`config.mk`:
```
export PLATFORM = sky130hd
export DESIGN_NAME = usb_chk_crc
export DESIGN_NICKNAME = d
export VERILOG_FILES = /design/src/rtl/usb_chk_pkg.sv /design/src/rtl/usb_chk_crc.sv
export SDC_FILE = /design/constraint.sdc
export NUM_CORES = 1
export LEC_CHECK = 0
export BUFFER_PORTS_ARGS = -buffer_cell sky130_fd_sc_hd__buf_4
export CAP_MARGIN = 15
export CORE_AREA = 2 2 39 41
export DETAILED_ROUTE_END_ITERATION = 8
export DIE_AREA = 0 0 41 43
export GPL_TIMING_DRIVEN = 1
export PLACE_DENSITY = 0.78
export SLEW_MARGIN = 20
export SYNTH_ARGS = -nofsm -noshare
export SYNTH_HDL_FRONTEND = slang
export SYNTH_SLANG_ARGS = --single-unit
```
`constraint.sdc`:
```
create_clock -name vclk -period 3.2
set_input_delay 0.64 -clock vclk [all_inputs]
set_output_delay 0.64 -clock vclk [all_outputs]
set_load 0.05 [all_outputs]
```
`src/rtl/usb_chk_pkg.sv`:
```
// Shared constants for the USB receive packet checker: PID classes, error codes,
// CRC parameters and FSM state encoding.
package usb_chk_pkg;

  typedef enum logic [1:0] {
    CLS_TOKEN = 2'd0,
    CLS_DATA  = 2'd1,
    CLS_HAND  = 2'd2,
    CLS_UNSUP = 2'd3
  } pid_class_e;

  localparam logic [3:0] PID_OUT   = 4'h1;
  localparam logic [3:0] PID_IN    = 4'h9;
  localparam logic [3:0] PID_SOF   = 4'h5;
  localparam logic [3:0] PID_SETUP = 4'hD;
  localparam logic [3:0] PID_DATA0 = 4'h3;
  localparam logic [3:0] PID_DATA1 = 4'hB;
  localparam logic [3:0] PID_ACK   = 4'h2;
  localparam logic [3:0] PID_NAK   = 4'hA;
  localparam logic [3:0] PID_STALL = 4'hE;

  typedef enum logic [2:0] {
    ERR_NONE  = 3'd0,
    ERR_PID   = 3'd1,
    ERR_CRC5  = 3'd2,
    ERR_CRC16 = 3'd3,
    ERR_LEN   = 3'd4,
    ERR_UNSUP = 3'd5
  } err_code_e;

  localparam logic [4:0]  CRC5_INIT   = 5'h1F;
  localparam logic [4:0]  CRC5_POLY   = 5'b00101;
  localparam logic [4:0]  CRC5_RESID  = 5'b01100;
  localparam logic [15:0] CRC16_INIT  = 16'hFFFF;
  localparam logic [15:0] CRC16_POLY  = 16'h8005;
  localparam logic [15:0] CRC16_RESID = 16'h800D;

  localparam logic [6:0]  LEN_MAX     = 7'd127;

  typedef enum logic [1:0] {
    ST_IDLE   = 2'd0,
    ST_PID    = 2'd1,
    ST_BODY   = 2'd2,
    ST_REPORT = 2'd3
  } state_e;

  function automatic pid_class_e pid_class(input logic [3:0] p);
    case (p)
      PID_OUT, PID_IN, PID_SOF, PID_SETUP: return CLS_TOKEN;
      PID_DATA0, PID_DATA1:                return CLS_DATA;
      PID_ACK, PID_NAK, PID_STALL:         return CLS_HAND;
      default:                             return CLS_UNSUP;
    endcase
  endfunction

endpackage

```
`src/rtl/usb_chk_crc.sv`:
```
// Combinational byte-wide CRC5 and CRC16 update; bits are consumed LSB-first,
// matching the order they appeared on the wire.
module usb_chk_crc
  import usb_chk_pkg::*;
(
  input  logic [7:0]  i_data,
  input  logic [4:0]  i_crc5,
  input  logic [15:0] i_crc16,
  output logic [4:0]  o_crc5,
  output logic [15:0] o_crc16
);

  function automatic logic [4:0] crc5_byte(input logic [4:0] c, input logic [7:0] d);
    logic [4:0] r;
    r = c;
    for (int i = 0; i < 8; i++) begin
      r = {r[3:0], 1'b0} ^ ((r[4] ^ d[i]) ? CRC5_POLY : 5'd0);
    end
    return r;
  endfunction

  function automatic logic [15:0] crc16_byte(input logic [15:0] c, input logic [7:0] d);
    logic [15:0] r;
    r = c;
    for (int i = 0; i < 8; i++) begin
      r = {r[14:0], 1'b0} ^ ((r[15] ^ d[i]) ? CRC16_POLY : 16'd0);
    end
    return r;
  endfunction

  assign o_crc5  = crc5_byte(i_crc5, i_data);
  assign o_crc16 = crc16_byte(i_crc16, i_data);

endmodule

```
==> run metrics <==
status finished, final reports clean; Die H 43 um; Vias 396; Syn-to-layout area delta 73.31%; top cell type's share of synthesized area 0.4927; leakage 0.3524 nW; clkbuf count 0; IO buf count 40; worst path arrival time 2.10 ns; Seq Cell Count 0; type of destination of the critical path output port; Cell variety after synth 7; Mapped Area 426.7 sq um; Antenna Nets Post-Route 0; initial DRC count 1; Post-Syn Instances 45; Placer Congestion 0.6644; DRC violations left 0; final period utilization 0.8567; Setup Buffers After CTS 0; Rows 14; synth top area cells xnor2_1 49%, xor2_1 21%, xnor2_2 11%; Synth area leader xnor2_1; drt first pass iters 2; RSZ-0062 raised after global routing false; Layout Cells excl Fill 96; GRT Util Overall 0.1172; yosys warns 0; final setup fails 0; Gates resized, CTS repair 0; dpl hpwl 900.4 um; post-route minimum period 2.741 ns; die area 0.001763 sq mm; pwr/cell area 783.1 mW/mm^2; Crit Path Category in2out; vias in the first global route 379; placed cells 96; sequential-to-total area share from yosys stat 0; wl on met1 334 um; Hold WC Path Type in2out; Met2 Wirelength 510 um; Worst Setup Start Kind input port; GRT overflow 0; final WL 957 um; pin count of the biggest net entering global routing 4; final hold slack 1.280 ns; initial core utilization 0.3083; crit-path max FO 3; syn nets 74; min setup slack post-route 0.4586 ns; top routing layer in use met3; final net count 111; WL per Instance 9.969 um; FF/Latch Area 0 sq um; Core Region 0.001384 sq mm; Critical Path RT 2.56 ns; max-cap viol count 0; final hold viol count 0; slew margin rel. 0.7018; ant diodes 0; fin. max-slew vios 0; Fin Setup TNS 0 ns; Slew @ Worst Pin 0.4441 ns; Peak VDD IR 0.4010 mV; routed wire length on met3 112 um; Via density 4.125; fmax 0.3648 GHz; global-route wire length before repair 1.497 mm; ratio of cells with drive above 1 in the final layout 0.6000; mean post-synth cell area 9.481 sq um; initial antenna violation count 0; num ports 50; pre-CTS setup slack 0.4281 ns; Die W 41 um; number of hold buffers added after CTS 0
## routing by layer
layer | vias to the layer above | GRT usage
li1 | 200 | -
met1 | 174 | 0.1246
met2 | 22 | 0.2344
met3 | 0 | 0.01047
met4 | 0 | 0.006667
met5 | - | 0
## stage by stage
| step | instance area, sq um | power [mW] | util |
|---|---|---|---|
| after floorplan | 456.7 | 0.4458 | - |
| after global placement | 739.5 | 0.5804 | 0.5344 |
| after detailed placement | 739.5 | 0.5833 | 0.5344 |
| after CTS | 739.5 | 0.5847 | 0.5344 |
| after global routing | 739.5 | 0.6111 | 0.5344 |
| final | 739.5 | 0.5791 | 0.5344 |
## worst max-delay path, stage by stage
cell and delay (ns):
buf_4 0.11, xnor2_1 0.37, xor2_2 0.17, xnor2_1 0.34
xnor3_1 0.27, buf_4 0.20
## kinds of logic after synthesis
kind of cell  share of synthesized area
buf+inv                         0.09678
xor+xnor                         0.9032
## synth_stat cells
library cell / number
xnor2_1: 24
xnor2_2: 3
inv_1: 1
buf_4: 5
xor2_2: 1
xnor3_1: 1
xor2_1: 10
## layout by cell type, fill, tap and decap left out
master and n:
buf_4 40, inv_1 1, xnor2_1 21, xnor2_2 6, xnor3_1 1, xor2_1 9, xor2_2 2
## cell type report
type,instances,area (sq um)
Multi-Input combinational cell,39,415.4
Inverter,1,3.754
Tap cell,16,20.02
Fill cell,125,644.4
Timing Repair Buffer,40,300.3
## path summary, 6_finish.rpt
| check | cells after the start | slack, ns | endpoint | from |
|---|---|---|---|---|
| setup / recovery | 6 | 0.46 | o_crc16[15] | i_crc16[11] |
| hold / removal | 0 | 1.28 | o_crc16[10] | i_crc16[2] |
## power by group
| part | internal [mW] | total (mW) | switching, mW |
|---|---|---|---|
| clock network | 0 | 0 | 0 |
| registers | 0 | 0 | 0 |
| logic | 0.204 | 0.579 | 0.375 |
Note: power is estimated with default switching activity, not from simulation.
